**config.mk**
```make
export PLATFORM = sky130hd
export DESIGN_NAME = tx_interrupt_ctrl
export DESIGN_NICKNAME = d
export VERILOG_FILES = /design/src/rtl/tx_interrupt_ctrl.sv
export SDC_FILE = /design/constraint.sdc
export NUM_CORES = 1
export LEC_CHECK = 0
export CORE_ASPECT_RATIO = 2
export CORE_UTILIZATION = 45
export CTS_CLUSTER_DIAMETER = 200
export DETAILED_ROUTE_END_ITERATION = 12
export PLACE_DENSITY = 0.71
export SLEW_MARGIN = 20
export SYNTH_ARGS = -nofsm -noshare
export SYNTH_HDL_FRONTEND = slang
export SYNTH_SLANG_ARGS = --single-unit
```
**constraint.sdc**
```tcl
create_clock -name clk -period 6 [get_ports clk]
set_input_delay 0.6 -clock clk [delete_from_list [all_inputs] [get_ports clk]]
set_output_delay 0.6 -clock clk [all_outputs]
set_load 0.05 [all_outputs]
```
**src/rtl/tx_interrupt_ctrl.sv**
```systemverilog
// TX interrupt sequencer: latches masked event strobes, coalesces them by count
// or timeout, and holds a level interrupt until acknowledged.
// Optional ack holdoff window enabled by defining TX_INTERRUPT_CTRL_HOLDOFF_EN.
module tx_interrupt_ctrl #(
  parameter int NUM_SRC   = 5,
  parameter int CNT_WIDTH = 8,
  parameter int TMO_WIDTH = 16
) (
  input  logic                 clk,
  input  logic                 rst,
  input  logic [NUM_SRC-1:0]   event_in,
  input  logic [NUM_SRC-1:0]   src_en,
  input  logic                 itrpt_en,
  input  logic [CNT_WIDTH-1:0] coalesce_thr,
  input  logic [TMO_WIDTH-1:0] timeout_cycles,
`ifdef TX_INTERRUPT_CTRL_HOLDOFF_EN
  input  logic [15:0]          holdoff_cycles,
`endif
  input  logic                 itrpt_ack,
  output logic                 tx_itrpt,
  output logic [NUM_SRC-1:0]   pending,
  output logic [15:0]          itrpt_count,
  output logic [1:0]           state_dbg
);

  typedef enum logic [1:0] {
    IDLE    = 2'd0,
    COLLECT = 2'd1,
    ASSERT  = 2'd2,
    HOLDOFF = 2'd3
  } state_t;

  localparam logic [CNT_WIDTH-1:0] CNT_ONE = {{(CNT_WIDTH-1){1'b0}}, 1'b1};
  localparam logic [TMO_WIDTH-1:0] TMR_ONE = {{(TMO_WIDTH-1){1'b0}}, 1'b1};

  function automatic logic [CNT_WIDTH-1:0] sat_inc_cnt(input logic [CNT_WIDTH-1:0] v);
    return (&v) ? v : v + CNT_ONE;
  endfunction

  function automatic logic [TMO_WIDTH-1:0] sat_inc_tmr(input logic [TMO_WIDTH-1:0] v);
    return (&v) ? v : v + TMR_ONE;
  endfunction

  state_t                 state, state_next;
  logic [CNT_WIDTH-1:0]   cnt, cnt_next;
  logic [TMO_WIDTH-1:0]   tmr, tmr_next;
  logic [NUM_SRC-1:0]     masked;
  logic                   hit;
  logic                   thr_le1;
  logic [CNT_WIDTH-1:0]   thr_eff;
  logic [CNT_WIDTH:0]     cnt_plus1;
  logic                   thr_reached;
  logic                   tmo_reached;
`ifdef TX_INTERRUPT_CTRL_HOLDOFF_EN
  logic [15:0]            hld, hld_next;
  logic [CNT_WIDTH-1:0]   cnt_fin;
`endif

  assign masked      = event_in & src_en;
  assign hit         = |masked;
  assign thr_le1     = (coalesce_thr <= CNT_ONE);
  assign thr_eff     = thr_le1 ? CNT_ONE : coalesce_thr;
  assign cnt_plus1   = {1'b0, cnt} + {{CNT_WIDTH{1'b0}}, 1'b1};
  // A lowered threshold already met by the stored count fires without a new hit;
  // this also re-arms the immediate mode after an ack that collided with a hit.
  assign thr_reached = (hit && (cnt_plus1 >= {1'b0, coalesce_thr})) || (cnt >= thr_eff);
  assign tmo_reached = (timeout_cycles != '0) && (tmr == timeout_cycles);
  assign state_dbg   = state;

  always_comb begin
    state_next = state;
    cnt_next   = cnt;
    tmr_next   = tmr;
`ifdef TX_INTERRUPT_CTRL_HOLDOFF_EN
    hld_next   = hld;
    cnt_fin    = hit ? sat_inc_cnt(cnt) : cnt;
`endif
    if (!itrpt_en) begin
      state_next = IDLE;
      cnt_next   = '0;
      tmr_next   = '0;
    end else begin
      case (state)
        IDLE: begin
          cnt_next = '0;
          tmr_next = '0;
          if (hit) begin
            if (thr_le1) begin
              state_next = ASSERT;
            end else begin
              state_next = COLLECT;
              cnt_next   = CNT_ONE;
              tmr_next   = TMR_ONE;
            end
          end
        end
        COLLECT: begin
          tmr_next = sat_inc_tmr(tmr);
          if (hit) cnt_next = sat_inc_cnt(cnt);
          if (thr_reached || tmo_reached) state_next = ASSERT;
        end
        ASSERT: begin
          if (itrpt_ack) begin
`ifdef TX_INTERRUPT_CTRL_HOLDOFF_EN
            if (holdoff_cycles != 16'd0) begin
              state_next = HOLDOFF;
              hld_next   = 16'd1;
              cnt_next   = hit ? CNT_ONE : '0;
              tmr_next   = '0;
            end else
`endif
            if (hit) begin
              state_next = COLLECT;
              cnt_next   = CNT_ONE;
              tmr_next   = TMR_ONE;
            end else begin
              state_next = IDLE;
              cnt_next   = '0;
              tmr_next   = '0;
            end
          end
        end
        HOLDOFF: begin
`ifdef TX_INTERRUPT_CTRL_HOLDOFF_EN
          cnt_next = cnt_fin;
          if (hld >= holdoff_cycles) begin
            if (cnt_fin >= thr_eff) begin
              state_next = ASSERT;
            end else if (cnt_fin != '0) begin
              state_next = COLLECT;
              tmr_next   = TMR_ONE;
            end else begin
              state_next = IDLE;
              cnt_next   = '0;
              tmr_next   = '0;
            end
          end else begin
            hld_next = hld + 16'd1;
          end
`else
          state_next = IDLE;
          cnt_next   = '0;
          tmr_next   = '0;
`endif
        end
        default: begin
          state_next = IDLE;
          cnt_next   = '0;
          tmr_next   = '0;
        end
      endcase
    end
  end

  always_ff @(posedge clk) begin
    if (rst) begin
      state       <= IDLE;
      cnt         <= '0;
      tmr         <= '0;
      tx_itrpt    <= 1'b0;
      pending     <= '0;
      itrpt_count <= 16'd0;
`ifdef TX_INTERRUPT_CTRL_HOLDOFF_EN
      hld         <= 16'd0;
`endif
    end else begin
      state    <= state_next;
      cnt      <= cnt_next;
      tmr      <= tmr_next;
      tx_itrpt <= (state_next == ASSERT);
      // Events arriving in the ack cycle survive the clear.
      pending  <= itrpt_ack ? masked : (pending | masked);
      if ((state_next == ASSERT) && (state != ASSERT)) itrpt_count <= itrpt_count + 16'd1;
`ifdef TX_INTERRUPT_CTRL_HOLDOFF_EN
      hld      <= hld_next;
`endif
    end
  end

endmodule

```
==> summary.txt <==
Critical path
  – Worst setup path start: cnt[0]
  – Critical path's top delay family: compound AO/OA/AOI/OAI gates
  – CP max stage delay: 900 ps
  – WS Path Type: reg -> reg
  – Critical-path cell list: ha_1 > and3_1 > and3_1 > xor2_1 > ha_1 > a21oi_1 > o21ai_0 > and2_1 > o41ai_4 > a2111oi_0 > mux2_2
  – Crit path DAT: 3770 ps
  – CP bufs+invs: 0
  – CP startpoint kind: register
  – Largest fanout on the critical path: 18
  – FF-to-FF Start: cnt[0]
  – CP endpoint kind: register
  – Critical Path RT: 6180 ps
  – Worst path slowest cell: o41ai_4

STA
  – Final Max Tran Viols: 0
  – Max Clock Freq: 278.7 MHz
  – Worst slew pin tran: 991.4 ps
  – Unrepaired setup endpoints after global routing: false
  – Period utilization: 0.5981
  – Endpoints failing hold: 0
  – Sum Neg Setup Slack: 0 ps
  – Clk_skew: 3.816 ps
  – Max_slew headroom: 0.3368
  – Final Setup Violations: 0
  – Hold slack: 468.9 ps
  – Crit path time final: 3588 ps

Place
  – Number of buffers added on ports: 61
  – GP Congestion: 0.8331
  – Post-DP HPWL: 6270 um
  – Total placed cells including tap cells: 523
  – Area after DPL: 3857 sq um

CTS
  – Root buffer cell: clkbuf_16
  – Post-CTS setup buffer count: 0
  – # hold bufs at CTS: 0
  – Max H-tree Level: 2
  – CTS tree: built
  – Clock sink count: 48
  – Post-CTS Resized: 0
  – Reg clk slew, reported paths: 60 ps
  – Clk_lat worst skew: 290 ps
  – Max Root-Sink Buffers: 2
  – Clock buffer count from CTS: 5

Power
  – Clock Power Share: 0.399
  – Cell-internal power: 0.5362 mW
  – Leakage power: 1.535 nW
  – Net Switching: 0.1804 mW
  – Seq pwr share: 0.458
  – Pwr Total: 0.7166 mW
  – Peak supply drop: 0.2173 mV
  – Sw Share: 0.2517
  – Gate power share: 0.143
  – PwrDens: 179.0 nW/um^2

Yosys
  – Yosys top cell area share: 0.3002
  – Unique masters post-synth: 48
  – Main synth FF type: dfxtp_1
  – Area leader, netlist: dfxtp_1
  – Mapped Area: 3201 sq um
  – Mean Syn Cell Area: 8.313 sq um
  – Ranking of synthesized cells by area: dfxtp_1, ha_1, nor2_1
  – Ys async rst share: 0
  – EDFF count, synth: 0
  – Syn Nets: 442
  – Most common cell in the netlist: nor2_1
  – Yosys warns: 0
  – Mapped Cells: 385
  – Sequential fraction of the synthesis area: 0.3002
  – Top post-synthesis cells by count: nor2_1, dfxtp_1, inv_1, nand2_1, xnor2_1
  – Synthesized flop and latch total: 48

Worst hold path
  – Worst Hold Launch: pending[0]
  – Hold crit path type: reg -> reg

Layout
  – Sequential standard cell area: 960.9 sq um
  – Fill count: 673
  – Nets: 497
  – N_diodes: 0
  – Share of cells above drive strength 1: 0.06576
  – Area delta synth->final: 25.10%
  – Finished Layout Cells: 531
  – Area of the multi-input gates: 2091 sq um
  – Fin area: 4004 sq um

Routing
  – DRT Wirelength: 8200 um
  – Via-to-Cell Ratio: 5.667
  – Wire per inst: 15.44 um
  – ANT nets after route: 0
  – DR pass1 iterations: 4
  – DRT iter0 DRCs: 134
  – Total number of vias: 3009
  – # DRC: 0

Die
  – I/O pins: 62
  – Die height: 121.3 um
  – Core Box Area: 6887 sq um
  – Row count: 43
  – DIE AREA: 7474 sq um
  – Die width: 61.64 um
  – Initial cell density of the core: 0.4648

Global route
  – Total GRT Usage: 0.2332
  – Initial antenna violation count: 0
  – Remaining Overflow, GRT: 0
  – Vias in the first global route: 2874
  – Pin count of the biggest net entering global routing: 41
  – First-pass GRT wire length: 13080 um

Outcome
  – Status: finished clean

Flow run
  – Max-cap viol count: 0
==> state kept, by name (all words and copies together), names as in the netlist <==
| register | count |
|---|---|
| tx_itrpt | 1 |
| tmr | 16 |
| cnt | 8 |
| pending | 5 |
| itrpt_count | 16 |
| state_dbg | 2 |
==> area by class of cell <==
class	instances	area share
multi-input combinational	303	0.5222
sequential	48	0.2400
timing repair buffer	62	0.1544
clock buffer	8	0.03656
tap	90	0.02813
inverter	20	0.01875
==> final timing paths <==
kind	slack (ps)	cells after the start	end
min	470	2	pending[0]
min reg2reg	470	2	pending[0]
max reg2reg	2410	11	itrpt_count[4]
max	2410	11	itrpt_count[4]
==> layer usage <==
| metal | routed length, um | GRT usage | up-vias |
|---|---|---|---|
| li1 | - | - | 1503 |
| met1 | 3258 | 0.2569 | 1437 |
| met2 | 4525 | 0.4207 | 60 |
| met3 | 249 | 0.03731 | 9 |
| met4 | 166 | 0.09028 | 0 |
| met5 | 0 | 0 | - |
==> worst min-delay path, cell delays in order (launching register included) <==
cell and delay (ps):
dfxtp_1 310, nand2_1 60, a21oi_1 60
==> placed cells by master (no fill, tap or decap), types with 13 or more instances in the layout <==
cell type and count:
clkdlybuf4s50_1 61, nor2_1 49, dfxtp_1 48, inv_1 20, xnor2_1 20, nand2_1 20
nand3_1 19, ha_1 19, nor2b_1 15, xor2_1 14, mux2_2 14, nand4_1 13
o21ai_0 13, a21oi_1 13
==> kinds of logic (layout without fill, tap and decap cells) <==
| group | after synthesis | after routing | synth area share |
|---|---|---|---|
| compound gates | 59 | 59 | 0.1321 |
| xor+xnor | 34 | 34 | 0.09304 |
| fa+ha+maj | 19 | 19 | 0.07428 |
| buf+inv | 34 | 90 | 0.04652 |
| flops | 48 | 48 | 0.3002 |
| mux | 16 | 16 | 0.05590 |
| simple gates | 175 | 175 | 0.2979 |
==> per-stage QoR <==
stage	util	worst slack, ps
floorplan	-	3047
global placement	0.5601	2499
detailed placement	0.5601	2432
CTS	0.5814	2478
global route	0.5814	2209
finish	0.5814	2412
==> power by group through the flow <==
stage	clock (mW)	sequential (mW)	combinational, mW
4_1_cts	0.292	0.328	0.103
3_5_place_dp	0	0.335	0.103
5_1_grt	0.303	0.328	0.113
6_report	0.286	0.328	0.103
3_3_place_gp	0	0.335	0.101
2_1_floorplan	0	0.345	0.0475
Note: power is estimated with default switching activity, not from simulation.
